===== src/rtl/jedro_1_ctrl.sv =====
// jedro_1 core sequencing FSM: one instruction at a time through fetch/decode/execute/mem/writeback.
// Optional MEM_WAIT watchdog enabled by defining JEDRO_1_CTRL_TIMEOUT_EN.
module jedro_1_ctrl #(
  parameter logic [31:0] BOOT_ADDR   = 32'h0000_0000,
  parameter logic [31:0] TRAP_ADDR   = 32'h0000_0100,
  parameter int          LSU_TIMEOUT = 16
) (
  input  logic        clk_i,
  input  logic        rst_i,
  output logic        ifu_get_next_o,
  input  logic        ifu_valid_i,
  output logic        ifu_jmp_o,
  output logic [31:0] ifu_jmp_addr_o,
  input  logic        dec_illegal_i,
  input  logic        dec_jump_i,
  input  logic [31:0] dec_jmp_target_i,
  input  logic        dec_lsu_i,
  input  logic        dec_wb_i,
  output logic        lsu_start_o,
  input  logic        lsu_done_i,
  input  logic        lsu_err_i,
  output logic        rf_we_o,
  output logic        trap_o,
  output logic [3:0]  trap_cause_o,
  output logic [31:0] trap_pc_o,
  output logic [31:0] pc_o,
  output logic [31:0] instret_o
);

  typedef enum logic [2:0] {
    S_BOOT, S_FETCH, S_DECODE, S_EXECUTE, S_MEM_WAIT, S_WRITEBACK, S_TRAP
  } state_t;

  state_t      state, state_nxt;
  logic [31:0] pc, instret, trap_pc, jmp_target;
  logic [3:0]  cause, cause_nxt;
  logic        is_jump;
  logic        lsu_timeout;

`ifdef JEDRO_1_CTRL_TIMEOUT_EN
  logic [15:0] wait_cnt;
  assign lsu_timeout = (state == S_MEM_WAIT) && !lsu_done_i &&
                       (wait_cnt == 16'(LSU_TIMEOUT - 1));

  always_ff @(posedge clk_i) begin
    if (rst_i)                     wait_cnt <= '0;
    else if (state == S_EXECUTE)   wait_cnt <= '0;
    else if (state == S_MEM_WAIT)  wait_cnt <= wait_cnt + 16'd1;
  end
`else
  assign lsu_timeout = 1'b0;
`endif

  always_comb begin
    state_nxt      = state;
    cause_nxt      = cause;
    ifu_get_next_o = 1'b0;
    ifu_jmp_o      = 1'b0;
    ifu_jmp_addr_o = '0;
    lsu_start_o    = 1'b0;
    rf_we_o        = 1'b0;
    trap_o         = 1'b0;
    case (state)
      S_BOOT: begin
        ifu_jmp_o      = 1'b1;
        ifu_jmp_addr_o = BOOT_ADDR;
        state_nxt      = S_FETCH;
      end
      S_FETCH: begin
        ifu_get_next_o = 1'b1;
        if (ifu_valid_i) state_nxt = S_DECODE;
      end
      S_DECODE: begin
        if (dec_illegal_i) begin
          state_nxt = S_TRAP;
          cause_nxt = 4'd2;
        end else begin
          state_nxt = S_EXECUTE;
        end
      end
      S_EXECUTE: begin
        if (dec_jump_i && (dec_jmp_target_i[1:0] != 2'b00)) begin
          state_nxt = S_TRAP;
          cause_nxt = 4'd0;
        end else if (dec_lsu_i) begin
          lsu_start_o = 1'b1;
          state_nxt   = S_MEM_WAIT;
        end else begin
          state_nxt = S_WRITEBACK;
        end
      end
      S_MEM_WAIT: begin
        // err is only meaningful alongside done; a done in the timeout cycle still retires
        if (lsu_done_i) begin
          if (lsu_err_i) begin
            state_nxt = S_TRAP;
            cause_nxt = 4'd5;
          end else begin
            state_nxt = S_WRITEBACK;
          end
        end else if (lsu_timeout) begin
          state_nxt = S_TRAP;
          cause_nxt = 4'd5;
        end
      end
      S_WRITEBACK: begin
        rf_we_o = dec_wb_i;
        if (is_jump) begin
          ifu_jmp_o      = 1'b1;
          ifu_jmp_addr_o = jmp_target;
        end
        state_nxt = S_FETCH;
      end
      S_TRAP: begin
        trap_o         = 1'b1;
        ifu_jmp_o      = 1'b1;
        ifu_jmp_addr_o = TRAP_ADDR;
        state_nxt      = S_FETCH;
      end
      default: state_nxt = S_BOOT;
    endcase
    // Keep every strobe quiet while reset is held, BOOT jump fires after release.
    if (rst_i) begin
      ifu_get_next_o = 1'b0;
      ifu_jmp_o      = 1'b0;
      lsu_start_o    = 1'b0;
      rf_we_o        = 1'b0;
      trap_o         = 1'b0;
    end
  end

  always_ff @(posedge clk_i) begin
    if (rst_i) begin
      state      <= S_BOOT;
      pc         <= BOOT_ADDR;
      instret    <= '0;
      trap_pc    <= '0;
      cause      <= '0;
      jmp_target <= '0;
      is_jump    <= 1'b0;
    end else begin
      state <= state_nxt;
      if (state == S_EXECUTE) begin
        is_jump    <= dec_jump_i;
        jmp_target <= dec_jmp_target_i;
      end
      // Trap info is captured on entry so it is already valid during the trap_o pulse.
      if (state_nxt == S_TRAP && state != S_TRAP) begin
        trap_pc <= pc;
        cause   <= cause_nxt;
      end
      if (state == S_WRITEBACK) begin
        instret <= instret + 32'd1;
        pc      <= is_jump ? jmp_target : pc + 32'd4;
      end
      if (state == S_TRAP) pc <= TRAP_ADDR;
    end
  end

  assign trap_cause_o = cause;
  assign trap_pc_o    = trap_pc;
  assign pc_o         = pc;
  assign instret_o    = instret;

endmodule


===== config.mk =====
export PLATFORM = sky130hd
export DESIGN_NAME = jedro_1_ctrl
export DESIGN_NICKNAME = d
export VERILOG_FILES = /design/src/rtl/jedro_1_ctrl.sv
export SDC_FILE = /design/constraint.sdc
export NUM_CORES = 1
export LEC_CHECK = 0
export ABC_AREA = 1
export CORE_MARGIN = 3
export CORE_UTILIZATION = 50
export CTS_BUF_LIST = sky130_fd_sc_hd__clkbuf_4 sky130_fd_sc_hd__clkbuf_8
export CTS_CLUSTER_SIZE = 8
export DETAILED_ROUTE_END_ITERATION = 16
export DONT_BUFFER_PORTS = 1
export PLACE_DENSITY = 0.62
export SLEW_MARGIN = 30
export SYNTH_ARGS = -nofsm -noshare
export SYNTH_HDL_FRONTEND = slang
export SYNTH_SLANG_ARGS = --single-unit

===== constraint.sdc =====
create_clock -name clk_i -period 1.8 [get_ports clk_i]
set_clock_uncertainty 0.05 [all_clocks]
set_input_delay 0 -clock clk_i [delete_from_list [all_inputs] [get_ports clk_i]]
set_output_delay 0 -clock clk_i [all_outputs]
set_load 0.02 [all_outputs]

==> metrics.md, run 1 <==
| Metric | Value |
|---|---|
| Global-route wire length before repair | `around 33 mm` |
| Nets | `roughly 1.2k` |
| Worst skew pair latency | `about 460 ps` |
| Power Internal | `~4.9 mW` |
| Top cells by area, synth | `dfxtp_1 40%, nor2_1 16%, nand2_1 16%, a21oi_1 5.3%, o21ai_1 4.5%` |
| Avg Inst Size Synth | `between 6 and 7 um2` |
| VDD IR max | `approximately 0.6 mV` |
| Total Routing Usage GR | `between 20 and 30%` |
| Crit path cell chain | `inv_4 -> nand3_4 -> buf_12 -> nor2_4 -> buf_6 -> inv_2 -> a21oi_2 -> buf_4` |
| I/O pins | `about 180` |
| Via count | `7165` |
| Wirelength per Cell | `15.4 um` |
| Met3 Wirelength | `around 1.8 mm` |
| Drt drc | `0` |
| Met1 Routed Length | `10.1 mm` |
| Maxcap violations | `0` |
| DP Worst Slack | `~140 ps` |
| Vias in the first global route | `between 6k and 7k` |
| Critical Path AT | `approximately 1800 ps` |
| PnR Total Power | `7.09 mW` |
| Slowest CP cell | `dfxtp_4` |
| Critical Path Max Stage Delay | `between 300 and 400 ps` |
| Min-Delay Path Class | `in2out` |
| Die Wd | `around 120 um` |
| Antenna Nets Post-Route | `0` |
| WHS | `~37 ps` |
| Critical path class | `reg2out` |
| Global placement routability congestion | `0.963` |
| Clock slew seen by the registers of the worst setup and hold paths | `about 80 ps` |
| Register area share after synthesis | `40.4%` |
| Startpoint types | `register` |
| Top post-synthesis cells by count | `280 x nor2_1, 274 x nand2_1, 134 x dfxtp_1` |
| Slew @ Worst Pin | `869 ps` |
| Vias/cell | `between 5 and 6` |
| Syn nets | `about 1.1k` |
| Post-synthesis async set-or-reset flop share | `0%` |
| Antenna cell count | `0` |
| Reg area | `about 0.0027 mm2` |
| Final instance area | `a little under 0.009 mm2` |
| Final Hold Viols | `0` |
| Area leader, netlist | `dfxtp_1` |
| Top sig layer | `met4` |
| Synth warnings | `0` |
| Reg power frac | `about half` |
| Post-synth EDFFs | `0` |
| Area grow syn2layout | `30.5%` |
| Core Area | `approximately 0.013 mm2` |
| Outcome | `finished with violations` |
| Row count | `between 40 and 50` |
| Switching part of the total | `~30%` |
| Flops & latches, synth | `between 100 and 150` |
| Initial core utilization | `around 52%` |
| Input/output buffers | `0` |
| NetSw | `~2.1 mW` |
| Largest net degree at the start of global routing | `57` |
| Die ar. | `around 0.015 mm2` |
| Post-Route WL | `between 20 and 25 mm` |
| Num CTS Buffers | `17` |
| Pwr/cell area | `a little over 800 mW/mm2` |
| Clock period minus worst slack | `1820 ps` |
| Area of the mapped netlist | `roughly 0.0066 mm2` |
| Clock power share | `between 30% and 40%` |
| Pins Over Slew Limit | `0` |
| Multi-input logic area | `about 0.0036 mm2` |
| Placed inst area | `0.00757 mm2` |
| Root buffer cell | `clkbuf_8` |
| Worst EP required | `1750 ps` |
| Fraction of layout cells with a size suffix above 1 | `roughly 18%` |
| Final WS setup | `-22.1 ps` |
| Met2 wire len | `8.87 mm` |
| Max Fclk | `549 MHz` |
| P_leak | `between 3 and 4 nW` |
| Setup crit end kind | `output port` |
| Failing checks | `negative setup slack` |
| Initial antenna violation count | `0` |
| CTS tree | `done` |
| Count leader, synth | `nor2_1` |
| Final setup fails | `2` |
| Fill count | `between 1k and 1.5k` |
| CTS H-tree lvls | `4` |
| Hpwl dp | `about 15 mm` |
| Max-slew headroom | `41.8%` |
| Die Ht | `121 um` |
| Final Cycle Share | `101%` |
| Crit Path Max Fanout | `6` |
| Pre-antenna DRT Iters | `5` |
| Iter 0 DRT Violations | `490` |
| Gate power share | `between 10% and 20%` |
| Maximum clock path buffer count | `2` |
| Final global-route overflow total | `0` |
| RSZ-0062 raised after global routing | `yes` |
| CTS sink cnt | `134` |
| Prevailing post-synth register cell | `dfxtp_1` |
| Cell variety after synth | `38` |
| Syn Inst Count | `~1.0k` |
| Share of the synthesized area in the top cell type | `40.4%` |
==> final timing paths <==
check | to | slack, ps | depth (start not counted) | start
worst max-delay path | ifu_jmp_o | -20 | 8 | state[1]
worst min-delay path | ifu_get_next_o | 40 | 1 | rst_i
worst max register to register | trap_pc_o[11] | 140 | 9 | state[1]
worst min register to register | jmp_target[31] | 440 | 2 | jmp_target[31]
==> sequential cells by signal, summed over array words and instances, names as in the netlist, named ones only <==
name / count
jmp_target: 32
trap_cause_o: 2
pc_o: 30
instret_o: 32
state: 3
trap_pc_o: 32
is_jump: 1
==> repair_timing <==
| action | 4_1_cts | 5_1_grt |
|---|---|---|
| endpoints found under the hold margin | 100 | 0 |
| pin swaps | 0 | 5 |
| hold buffers | 40 | 0 |
| cloned | 3 | 1 |
| buffers inserted | 3 | 5 |
| gates resized for setup | 16 | 33 |
| setup endpoints to repair | 16 | 34 |
==> stage by stage <==
| step | cells | util, % | setup TNS [ps] |
|---|---|---|---|
| after floorplan | 1045 | - | 0 |
| after global routing | 1371 | 67.8 | -489 |
| after global placement | 1288 | 59.3 | 0 |
| final | 1371 | 67.8 | -25.0 |
| after CTS | 1366 | 66.8 | -26.5 |
| after detailed placement | 1288 | 59.3 | 0 |
==> kinds of logic (layout without fill, tap and decap cells) <==
kind of cell,Yosys count,in the layout,share of synthesized area (%)
flip-flops,134,134,40.4
XOR/XNOR,16,16,2.11
adder cells (fa/ha/maj),2,2,0.377
other,1,1,0.0565
buffers and inverters,109,263,6.68
AO/OA/AOI/OAI,162,162,12.7
AND/OR/NAND/NOR,621,621,37.6
==> placed cells by master (no fill, tap or decap), types with 3 or more instances in the layout <==
cell,Yosys,layout
bufinv_16,0,3
nor2_2,7,23
clkinv_1,3,3
xnor2_1,5,5
clkinv_2,0,3
inv_2,12,19
o21ai_0,19,19
nor2_4,1,5
dfxtp_1,134,130
inv_1,54,46
xor2_1,11,11
a31oi_1,5,5
clkinv_4,0,4
clkbuf_8,0,17
buf_4,5,106
nand4_1,11,11
buf_12,0,8
a21oi_1,70,69
nor2_1,280,260
o21ai_1,59,59
dlygate4sd3_1,0,40
nand3b_1,13,13
nand3_1,26,25
nand2_2,3,5
clkinvlp_4,0,3
nand2_1,274,272
buf_6,0,5
==> power groups by stage <==
stage	Combinational [mW]	Clock, mW	Sequential, mW
floorplan	0.618	0	3.57
global placement	0.783	0	3.61
detailed placement	0.793	0	3.62
CTS	0.894	2.67	3.55
global route	1.04	2.80	3.59
finish	0.919	2.61	3.56
==> metal layers <==
layer  track usage (%)  vias to the layer above
met5                 0                        -
met4              8.68                        0
met3              7.04                       30
met2              42.2                      282
met1              41.7                     3252
li1                  -                     3601
==> layout make-up <==
type	instances	share of cell area, %
Multi-Input combinational cell	802	41.6
Sequential cell	134	31.1
Clock buffer	17	2.70
Inverter	69	3.02
Clock inverter	15	2.08
Tap cell	172	2.49
Timing Repair Buffer	162	17.0
==> worst max-delay path, delay by kind of cell, from the launching register on <==
kind / cells / cell delay [ps]
compound gates: 1 / 120
buf+inv: 5 / 590
flops: 1 / 370
simple gates: 2 / 240
(Power assumes the default switching activity.)
==> run 2, diff against run 1 <==
Settings changed: PLACE_DENSITY 0.62 to 0.65.
Clock period 1.8 ns to 1.5 ns, I/O delays scaled along.
==> metrics.md, run 2 (synthesized netlist as in run 1, its figures left out) <==
| Metric | Value |
|---|---|
| Final core area utilization | `81.6% (+14 points)` |
| Row count | `41 (unchanged)` |
| Wirelength per Cell | `16.9 um (+9.6%)` |
| Final instance area | `0.0104 mm2 (+20%)` |
| Worst r2r src | `state[1]` |
| Critical Path Max Stage Delay | `380 ps (about the same)` |
| Slowest CP cell | `dfxtp_4` |
| P_leak | `4.18 nW (+24%)` |
| Placed inst area | `0.00827 mm2 (+9.3%)` |
| Final Hold Viols | `1 (+1)` |
| Final setup fails | `104 (+102)` |
| Input/output buffers | `0 (unchanged)` |
| Critical path origin | `state[1]` |
| Initial antenna violation count | `0 (unchanged)` |
| Family with the most delay on the worst path | `buffers and inverters` |
| Switching part of the total | `33.6% (+3.4 points)` |
| Clock slew seen by the registers of the worst setup and hold paths | `80 ps (about the same)` |
| Die Wd | `121 um (unchanged)` |
| Vias/cell | `5.36 (+2.6%)` |
| Pins Over Slew Limit | `0 (unchanged)` |
| Global-route wire length before repair | `36.3 mm (+9.4%)` |
| Hpwl dp | `15.9 mm (+5.5%)` |
| Num CTS Buffers | `17 (unchanged)` |
| Crit path cell chain | `inv_4 -> nand3_4 -> buf_8 -> nor2_4 -> buf_6 -> inv_4 -> a21oi_2 -> buf_6` |
| Fraction of layout cells with a size suffix above 1 | `37.7% (+20 points)` |
| Initial core utilization | `51.9% (unchanged)` |
| Setup crit end kind | `output port` |
| Die ar. | `0.0147 mm2 (unchanged)` |
| CTS H-tree lvls | `4 (unchanged)` |
| Total Routing Usage GR | `31.1% (+2.3 points)` |
| Clock power share | `33.1% (-3.8 points)` |
| CTS tree | `done` |
| Maxcap violations | `0 (unchanged)` |
| Iter 0 DRT Violations | `611 (+25%)` |
| PnR Total Power | `8.95 mW (+26%)` |
| RSZ-0062 raised after global routing | `yes` |
| Critical path class | `reg2out` |
| Path depth of the worst reg2reg path | `8 (-1)` |
| WHS | `-9.70 ps (-46.5 ps)` |
| NetSw | `3.01 mW (+40%)` |
| VDD IR max | `0.785 mV (+27%)` |
| Final WS setup | `-299 ps (-277 ps)` |
| Crit path buffers/inverters | `5 (unchanged)` |
| Reg power frac | `47.9% (-2.3 points)` |
| Nets | `1333 (+8.5%)` |
| Max-slew headroom | `41.9% (+0.079 points)` |
| Antenna cell count | `0 (unchanged)` |
| Area grow syn2layout | `57.2%` |
| Startpoint types | `register` |
| Min-Delay Path Class | `in2out` |
| Pwr/cell area | `858 mW/mm2 (+4.8%)` |
| Outcome | `finished with violations` |
| Worst skew pair latency | `460 ps (about the same)` |
| Slew @ Worst Pin | `868 ps (-1.18 ps)` |
| Crit path depth | `8 (unchanged)` |
| Worst EP required | `1450 ps (-300 ps)` |
| Hold path start | `rst_i` |
| WHS Path Cells | `1 (unchanged)` |
| Pre-antenna DRT Iters | `6 (+1)` |
| Root buffer cell | `clkbuf_8` |
| Clock period minus worst slack | `between 1500 and 2000 ps` |
| Drt drc | `0 (unchanged)` |
| Vias in the first global route | `7145 (+11%)` |
| CTS sink cnt | `134 (unchanged)` |
| Most common cell after layout, fill and taps aside | `nand2_1` |
| Post-Route WL | `25.0 mm (+18%)` |
| Antenna Nets Post-Route | `0 (unchanged)` |
| Die Ht | `121 um (unchanged)` |
| Max Fclk | `~560 MHz` |
| Critical Path AT | `1750 ps (-20 ps)` |
| Gate power share | `19.0% (+6.0 points)` |
| Global placement routability congestion | `0.956 (-0.73%)` |
| I/O pins | `178 (unchanged)` |
| Most frequent cells in the layout | `249 x nand2_1, 186 x nor2_1, 175 x buf_4` |
| Power Internal | `5.94 mW (+20%)` |
| Core Area | `0.0128 mm2 (unchanged)` |
| Via count | `7912 (+10%)` |
| Largest net degree at the start of global routing | `45 (-21%)` |
| Maximum clock path buffer count | `2 (unchanged)` |
| Final global-route overflow total | `0 (unchanged)` |
| Final Cycle Share | `120%` |
| Failing checks | `negative hold slack, negative setup slack` |
| Crit Path Max Fanout | `7 (+1)` |
-- run 2: cell types whose count changed in the layout (fill, tap and decap cells not counted), sizes merged --
cell and delta:
buf +101, dlygate4sd3 +1, bufinv -2, clkinv +1, inv +2, clkbuf +1
clkinvlp -1, bufbuf +1
-- run 2: worst paths after layout --
path	end	slack [ps]
max	ifu_jmp_o	-300
min reg2reg	jmp_target[13]	440
min	ifu_get_next_o	-10
max reg2reg	trap_pc_o[3]	-200
-- run 2: layer usage --
layer | up-vias | GRT usage (%) | routed length, um
met5 | - | 0 | 0
met4 | 0 | 10.0 | 490
met3 | 42 | 8.44 | 2580
met2 | 375 | 46.1 | 11300
met1 | 3680 | 44.0 | 10500
li1 | 3815 | - | -
-- run 2: layout make-up --
class	count	area [um2]
clock inverter	15	146
sequential	134	2760
multi-input combinational	802	4250
clock buffer	17	234
tap	172	215
fill	860	2350
timing repair buffer	266	2510
inverter	69	304
-- run 2: what timing repair did --
item	CTS	global route
pin swaps	17	33
hold buffers	40	2
buffers inserted	7	21
setup endpoints to repair	85	131
gates resized for setup	98	221
hold endpoints to repair	77	26
gates cloned	5	3
-- run 2: stage by stage --
| step | TNS [ps] | hold slack, ps | setup WS, ps | std cells |
|---|---|---|---|---|
| 2_1_floorplan | -7.69 | 26.1 | -6.70 | 1045 |
| 3_3_place_gp | -310 | 14.7 | -17.8 | 1367 |
| 3_5_place_dp | -2470 | 22.1 | -103 | 1367 |
| 4_1_cts | -15010 | 5.83 | -250 | 1451 |
| 5_1_grt | -23520 | -7.87 | -345 | 1475 |
| 6_report | -13930 | -9.70 | -299 | 1475 |
-- run 2: worst reg2reg max path: stages (launching register included) --
cell     delay [ps]
dfxtp_4         380
buf_4           140
nand3_2          90
nor2_2           50
nor3_2          250
nand2_4         180
buf_12          200
o21ai_1         170
nor2_1           70
-- run 2: power by group through the flow --
| stage | clock, mW | combinational, mW | sequential, mW |
|---|---|---|---|
| 2_1_floorplan | 0 | 0.742 | 4.28 |
| 3_3_place_gp | 0 | 1.06 | 4.31 |
| 3_5_place_dp | 0 | 1.08 | 4.33 |
| 4_1_cts | 2.98 | 1.38 | 4.24 |
| 5_1_grt | 3.14 | 1.83 | 4.32 |
| 6_report | 2.96 | 1.70 | 4.28 |
